--- src/rtl/sdram_host_if.sv ---
// Host-side front end for an SDRAM controller: command latch, 8x16 FWFT write FIFO, req/ack handshake FSM.
// Optional request watchdog enabled by defining SDRAM_HOST_IF_TIMEOUT_EN.
module sdram_host_if (
  input  logic        clk_100m,
  input  logic        rst_n,
  input  logic        host_req_valid,
  input  logic        host_req_we,
  input  logic [21:0] host_req_addr,
  input  logic [3:0]  host_req_len,
  output logic        host_req_ready,
  input  logic [15:0] host_wdata,
  input  logic        host_wdata_valid,
  input  logic        wfifo_rd_en,
  output logic [15:0] wfifo_dout,
  input  logic [15:0] sd_rdata,
  input  logic        sd_rdata_valid,
  output logic [15:0] host_rdata,
  output logic        host_rdata_valid,
  input  logic        sdram_init_done,
  input  logic        sdram_wr_ack,
  input  logic        sdram_rd_ack,
  output logic        sdram_wr_req,
  output logic        sdram_rd_req,
  output logic [7:0]  sdwr_bytes,
  output logic [7:0]  sdrd_bytes,
  output logic [21:0] sys_addr,
  output logic        host_done,
  output logic        wfifo_ovf,
  output logic        host_err
);
  typedef enum logic [2:0] {
    S_IDLE, S_WR_WAIT_DATA, S_WR_REQ, S_WR_ACK, S_RD_REQ, S_RD_ACK
  } state_t;

  state_t      r_state, w_next;
  logic [21:0] r_addr;
  logic [3:0]  r_len;
  logic        r_wr_req, r_rd_req, r_done;
  logic [15:0] r_rdata;
  logic        r_rvld;
  logic [15:0] r_mem [8];
  logic [2:0]  r_wptr, r_rptr;
  logic [3:0]  r_cnt;
  logic        r_ovf;
  logic        w_accept, w_push, w_pop, w_timeout, w_flush, w_waiting;
  logic        w_wr_req_nxt, w_rd_req_nxt, w_done_nxt;
  logic [3:0]  w_len_eff;

  assign host_req_ready = rst_n & (r_state == S_IDLE) & sdram_init_done;
  assign w_accept       = host_req_valid & host_req_ready;
  assign w_len_eff      = (host_req_len == 4'd0 || host_req_len > 4'd8) ? 4'd8 : host_req_len;
  assign w_waiting      = (r_state == S_WR_REQ && !sdram_wr_ack) || (r_state == S_RD_REQ && !sdram_rd_ack);
  assign w_flush        = w_timeout & (r_state == S_WR_REQ);

`ifdef SDRAM_HOST_IF_TIMEOUT_EN
  logic [9:0] r_wdog;
  logic       r_err;
  // 1023rd consecutive un-acked cycle in a request state aborts the command
  assign w_timeout = w_waiting & (r_wdog == 10'd1022);
  assign host_err  = r_err;
  always_ff @(posedge clk_100m or negedge rst_n) begin
    if (!rst_n) begin
      r_wdog <= '0;
      r_err  <= 1'b0;
    end else begin
      r_err  <= w_timeout;
      r_wdog <= w_waiting ? r_wdog + 10'd1 : 10'd0;
    end
  end
`else
  assign w_timeout = 1'b0;
  assign host_err  = 1'b0;
`endif

  always_comb begin
    w_next       = r_state;
    w_wr_req_nxt = 1'b0;
    w_rd_req_nxt = 1'b0;
    w_done_nxt   = 1'b0;
    case (r_state)
      S_IDLE:         if (w_accept) w_next = host_req_we ? S_WR_WAIT_DATA : S_RD_REQ;
      S_WR_WAIT_DATA: if (r_cnt >= r_len) w_next = S_WR_REQ;
      S_WR_REQ: begin
        w_wr_req_nxt = !sdram_wr_ack && !w_timeout;
        if (sdram_wr_ack)   w_next = S_WR_ACK;
        else if (w_timeout) w_next = S_IDLE;
      end
      S_WR_ACK: if (!sdram_wr_ack) begin
        w_next     = S_IDLE;
        w_done_nxt = 1'b1;
      end
      S_RD_REQ: begin
        w_rd_req_nxt = !sdram_rd_ack && !w_timeout;
        if (sdram_rd_ack)   w_next = S_RD_ACK;
        else if (w_timeout) w_next = S_IDLE;
      end
      S_RD_ACK: if (!sdram_rd_ack) begin
        w_next     = S_IDLE;
        w_done_nxt = 1'b1;
      end
      default: w_next = S_IDLE;
    endcase
  end

  always_ff @(posedge clk_100m or negedge rst_n) begin
    if (!rst_n) begin
      r_state  <= S_IDLE;
      r_addr   <= '0;
      r_len    <= '0;
      r_wr_req <= 1'b0;
      r_rd_req <= 1'b0;
      r_done   <= 1'b0;
      r_rdata  <= '0;
      r_rvld   <= 1'b0;
    end else begin
      r_state  <= w_next;
      r_wr_req <= w_wr_req_nxt;
      r_rd_req <= w_rd_req_nxt;
      r_done   <= w_done_nxt;
      r_rdata  <= sd_rdata;
      r_rvld   <= sd_rdata_valid;
      if (w_accept) begin
        r_addr <= host_req_addr;
        r_len  <= w_len_eff;
      end
    end
  end

  // A full FIFO still accepts a push when a pop frees a slot in the same cycle
  assign w_pop  = wfifo_rd_en & (r_cnt != 4'd0);
  assign w_push = host_wdata_valid & ((r_cnt != 4'd8) | w_pop);

  always_ff @(posedge clk_100m) begin
    if (w_push && !w_flush) r_mem[r_wptr] <= host_wdata;
  end

  always_ff @(posedge clk_100m or negedge rst_n) begin
    if (!rst_n) begin
      r_wptr <= '0;
      r_rptr <= '0;
      r_cnt  <= '0;
      r_ovf  <= 1'b0;
    end else begin
      if (host_wdata_valid && !w_push) r_ovf <= 1'b1;
      if (w_flush) begin
        r_wptr <= '0;
        r_rptr <= '0;
        r_cnt  <= '0;
      end else begin
        if (w_push) r_wptr <= r_wptr + 3'd1;
        if (w_pop)  r_rptr <= r_rptr + 3'd1;
        r_cnt <= r_cnt + {3'b0, w_push} - {3'b0, w_pop};
      end
    end
  end

  assign wfifo_dout       = (r_cnt != 4'd0) ? r_mem[r_rptr] : 16'h0;
  assign wfifo_ovf        = r_ovf;
  assign sdram_wr_req     = r_wr_req;
  assign sdram_rd_req     = r_rd_req;
  assign sdwr_bytes       = {4'b0, r_len};
  assign sdrd_bytes       = {4'b0, r_len};
  assign sys_addr         = r_addr;
  assign host_done        = r_done;
  assign host_rdata       = r_rdata;
  assign host_rdata_valid = r_rvld;
endmodule

--- config.mk ---
export PLATFORM = sky130hd
export DESIGN_NAME = sdram_host_if
export DESIGN_NICKNAME = d
export VERILOG_FILES = /design/src/rtl/sdram_host_if.sv
export SDC_FILE = /design/constraint.sdc
export NUM_CORES = 1
export LEC_CHECK = 0
export BUFFER_PORTS_ARGS = -buffer_cell sky130_fd_sc_hd__buf_4
export CORE_ASPECT_RATIO = 0.5
export CORE_MARGIN = 2
export CORE_UTILIZATION = 35
export CTS_CLUSTER_DIAMETER = 60
export DETAILED_ROUTE_END_ITERATION = 10
export PLACE_DENSITY = 0.54
export SYNTH_ARGS = -nofsm -noshare
export SYNTH_HDL_FRONTEND = slang
export SYNTH_SLANG_ARGS = --single-unit
--- constraint.sdc ---
create_clock -name clk_100m -period 3.51 [get_ports clk_100m]
set_input_delay 0 -clock clk_100m [delete_from_list [all_inputs] [get_ports clk_100m]]
set_output_delay 0 -clock clk_100m [all_outputs]
set_load 0.02 [all_outputs]
After elaboration in Yosys (flattened, before gate mapping)
Memory sizes are Yosys's and may differ from the RTL's.
Index checks and enable logic that the tools add are counted.

word-level totals
  register bits after elaboration = 60
  bits in latches = 0
  bits in writable memories = 128
  memory bits (read-only) = 0
  input port bits = 68
  output and inout bits = 77
  logic and storage cells = 63
  memories = 1

cells by class
  add/subtract/negate cells = 4
  multiply operators = 0
  divide/modulo/power cells = 0
  $lt $le $gt $ge = 2
  eq/ne operators = 12
  shift-type cells = 0
  mux-type cells = 17
  bitwise gates (word level) = 6
  reduce and logical (&&, ||, !) cells = 9

memories
  memory  depth  width  read ports  clocked after memory_dff  write ports  line  text
  r_mem   8      16     1           0                         1            41    logic [15:0] r_mem [8];

operator list
  cell                                                             count
  3-bit two-way mux                                                7
  3-bit case mux with 6 select lines                               1
  16-bit two-way mux                                               1
  2-bit != test, second input constant                             6
  3-bit by 1-bit adder with 3-bit output, second input constant    2
  3-bit by 2-bit == test with 1-bit output, second input constant  2
  3-bit == test, second input constant                             2
  1-bit two-way mux                                                6
  6-bit AND reduction                                              1
  1-bit bitwise AND                                                5
  4-bit by 1-bit adder with 4-bit output                           1
  4-bit >= comparator                                              1
  4-bit > comparator, second input constant                        1
  4-bit zero test                                                  1
  4-bit two-way mux                                                1
  4-bit != test, second input constant                             1
  4-bit nonzero test                                               1
  4-bit by 1-bit subtractor with 4-bit output                      1
  3-bit by 1-bit == test with 1-bit output, second input constant  1
  1-bit zero test                                                  3
  3-bit zero test                                                  1
  1-bit case mux with 2 select lines                               1
  1-bit logical AND                                                1
  1-bit logical OR                                                 1
  1-bit bitwise OR                                                 1

Depth between registers and ports, before layout
  word-level depth = 6
  depth in mapped cells = 10
  gate-level depth less buffers = 10

Worst setup path after synthesis
OpenSTA, ideal clock, no wires.

  path type = register -> register
  from = register r_cnt[2]
  to = memory r_mem[0][0], enable pin
  setup time = 0.409 ns
  arrival time = 2.266 ns
  required time = 3.101 ns
  slack = 0.835 ns
  cell stages (with the launch flop) = 8
  buffers on the path = 0
  period minus slack after synthesis = 2.675 ns
  cell sequence = dfrtp_1 inv_1 ha_1 nand2b_1 nand3_1 and2_1 nand2b_1 nor3_1

on the way
  cells in the longest elaborated chain, start to end = 6
  elaborated cells on any way between the ends = 7
  classes of those cells = eq/ne (1); mux (2); bitwise (3); reduce/logical (1)

ends and longest elaborated chain
  what                                       line  text
  start, declared                            43    logic [3:0] r_cnt;
  start signal, assigned                     152   r_cnt <= r_cnt + {3'b0, w_push} - {3'b0, w_pop};
  4-bit nonzero test                         130   assign w_pop = wfifo_rd_en & (r_cnt != 4'd0);
  1-bit bitwise AND                          130
  1-bit bitwise OR *                         131   assign w_push = host_wdata_valid & ((r_cnt != 4'd8) | w_pop);
  1-bit bitwise AND *                        131
  1-bit two-way mux *                        134   if (w_push && !w_flush) r_mem[r_wptr] <= host_wdata;
  1-bit two-way mux (not written as such) *  134
  end, declared                              41

Every way passes the cells marked *; elsewhere a longest branch is shown, timed or not.

Final worst setup path
  from = register r_rptr[0]
  to = output wfifo_dout[9]

on the way
  cells in the longest elaborated chain, start to end = 2

ends and longest elaborated chain
  what                    line  text
  start, declared         42    logic [2:0] r_wptr, r_rptr;
  start signal, assigned  151   if (w_pop) r_rptr <= r_rptr + 3'd1;
  memory read 8 x 16 bit  --
  16-bit two-way mux      157   assign wfifo_dout = (r_cnt != 4'd0) ? r_mem[r_rptr] : 16'h0;
  end, declared           14    output logic [15:0] wfifo_dout,

Every way passes these cells.

==> reports/results.ini <==
[clock_network]
clock_tree.root_cell = clkbuf_16
tritoncts_clock_tree = yes
htreeDepth = 4
ctsResizeCount = 0
cts-buffers-inserted = 17
ctsHoldBuffers = 68
cts_sinks = 188
clkSlewWorstSetupHoldPaths_ns = 0.07
clk-insertion-delay-late_ns = 0.42
cts-root-to-sink-buffers = 2
post-cts-setup-buffer-count = 0

[power]
design_power_total_uw = 7930
pwr-share-comb_pct = 35.5
switchingPower_uw = 2630
power_report.internal_total_uw = 5300
power_density_of_the_placed_cells_mw_per_mm2 = 794
switching_share_pct = 33.2
p_seq_share_pct = 40.1
highest_ir_drop_seen_on_vdd_v = 0.000345
clock_power_share_pct = 24.4
leakage_uw = 0.00397

[run_status]
run_status = complete, no violations

[floorplan]
die_height_um = 107
design.die.area_mm2 = 0.0224
floorplan.initialDensity_pct = 35.8
ioPinCount = 145
rows = 37
fp.coreArea_mm2 = 0.0206
die_span_x_um = 209

[yosys]
edff_count_synth = 128
synth_top_area_cell = edfxtp_1
yosys_warnings = 0
synth_area_mm2 = 0.00739
top_area_cell_type_share_of_the_netlist_area_pct = 52.0
synthArstFlopShare_pct = 31.9
postSynthRegisterBits = 188
mean_post_synth_cell_area_um2 = 18.1
seq_area_frac_synth_pct = 72.3
post_synth_main_area_contributors = edfxtp_1 52%, dfrtp_1 20%, mux4_2 9.8%
yosysMostFrequentCell = edfxtp_1
synth.top_cells.by_count = 128 x edfxtp_1, 60 x dfrtp_1, 32 x mux4_2
dominantRegCellSynth = edfxtp_1
netlist-cell-type-count = 37
syn-instance-count = 409

[worst_setup_path]
cp.required_ns = 3.51
worst_setup_path_end_kind = primary output
crit_path_max_fanout = 30
arrival_ns = 2.45
crit_path_start_kind = flop
worst-setup-path-type = reg2out

[global_route]
grt_start_max_net_pins = 62
grt_pass1_wl_um = 24400
number_of_antenna_violations_at_the_first_check_in_global_routing = 0
grt_util_met2_pct = 23.0
grt_use_total_pct = 14.5
met3_grt_util_pct = 4.22
busiest_layer = met2
use_met1_pct = 19.4
grt_overflow_total = 0
grt_pass1_vias = 4555

[route]
drt_pass1_iterations = 4
ant_nets = 0
wirelength_um = 15400
wl_per_cell_um = 17.0
detailedRoute.firstIterationViolations = 222
route.detailed.vias_per_inst = 4.54
route.detailed.drc = 0
via_count = 4121

[sta]
max_clock_freq_mhz = 409
rsz_0062_raised_after_global_routing = false
worst_slew_margin_rel_pct = 42.3
finalSetupViolations = 0
report.final.slew_viol_count = 0
worstMarginPinSlew_ns = 0.865
final.setup_skew_ns = 0.0140
timing.final.hold_violations = 0
total_negative_setup_slacks_ns = 0
post-route-period-util_pct = 69.7
min_period_ns = 2.45

[cells_and_area]
insertedDiodeCount = 0
stdcell_area_mm2 = 0.00998
register_area_mm2 = 0.00535
share_of_layout_cells_above_drive_strength_1_pct = 38.3
final_net_count = 703
nFillCells = 1770
footprint_of_the_multi_input_gates_mm2 = 0.00186
areaGrowthSynthToFinish_pct = 35.1

[placed_design]
gp_congestion = 0.689
dpl.hpwl_um = 9260
port_buffers = 135
placed_area_mm2 = 0.00871

[min_path]
tightest_hold_check_type = in2reg

[job]
drv.max_cap_violation_count = 0

-- per-layer routing --
metal | vias to the layer above | share of wire [%]
li1 | 1951 | -
met4 | 0 | 0.81
met1 | 2074 | 47
met3 | 10 | 4.4
met5 | - | 0
met2 | 86 | 48
-- sequential cells by signal, summed over array words and instances (netlist names) --
signal            cells
r_wptr                3
r_len                 4
host_rdata_valid      1
r_rptr                3
wfifo_ovf             1
host_done             1
r_cnt                 4
sdram_wr_req          1
sys_addr             22
r_mem               128
host_rdata           16
r_state               3
sdram_rd_req          1
-- cell type report --
type | instances | area share, %
flip-flops and latches | 188 | 53.6
multi-input cells | 189 | 18.7
repair buffers | 218 | 18.1
clock buffers | 18 | 4.30
well taps | 273 | 3.42
clock inverters | 13 | 1.62
inverters | 9 | 0.338
-- cell families after synthesis --
family | Yosys count | share of synthesized area (%)
AOI/OAI and AO/OA | 18 | 1.61
muxes | 73 | 15.8
DFF | 188 | 72.3
other | 1 | 0.0508
and+or+nand+nor | 70 | 4.30
adders and majority gates | 12 | 2.13
xor gates and xnor gates | 7 | 0.830
buffers and inverters | 40 | 2.96
-- through the flow --
step,util [%],setup slack [ns],std cells,hold slack [ns]
final,48.4,1.06,908,0.0535
after global routing,48.4,0.856,908,0.0512
after CTS,48.4,0.960,908,0.0362
after detailed placement,42.2,1.43,809,0.110
after global placement,42.2,1.43,809,0.109
after floorplan,-,0.835,417,-0.296
-- power by group through the flow --
stage / clock, µW / combinational (µW) / sequential [µW]
after floorplan: 0 / 1740 / 3250
after global placement: 0 / 2800 / 3220
after detailed placement: 0 / 2800 / 3230
after CTS: 1990 / 2880 / 3190
after global routing: 2070 / 3070 / 3250
final: 1930 / 2820 / 3180
-- path summary, 6_finish.rpt --
kind                                   from            end  slack (ns)  depth (start not counted)
worst max register to register     r_cnt[2]       r_cnt[3]        1.48                          9
min in group asynchronous             rst_n       r_len[2]        0.30                          3
worst max-delay path              r_rptr[0]  wfifo_dout[9]        1.06                          5
worst min-delay path            host_req_we     r_state[2]        0.05                          5
max in group asynchronous             rst_n      r_rptr[1]        2.68                          3
worst min register to register  sys_addr[9]    sys_addr[9]        0.51                          1
-- critical path, stage by stage, from the launching register on --
cell and delay [ns]:
dfrtp_2 0.43, buf_4 0.54, mux4_2 0.57, mux2i_1 0.21, nor2_1 0.06, buf_4 0.19
-- placed cells by master, fill, tap and decap left out, types with 11 or more instances in the layout --
| cell | count |
|---|---|
| nor2_1 | 30 |
| dlygate4sd3_1 | 68 |
| edfxtp_1 | 128 |
| mux2i_1 | 17 |
| buf_4 | 150 |
| ha_1 | 11 |
| mux4_2 | 32 |
| dfrtp_1 | 58 |
| clkbuf_16 | 17 |
| mux2_2 | 23 |
| nand2_1 | 16 |
(Power assumes the default switching activity.)
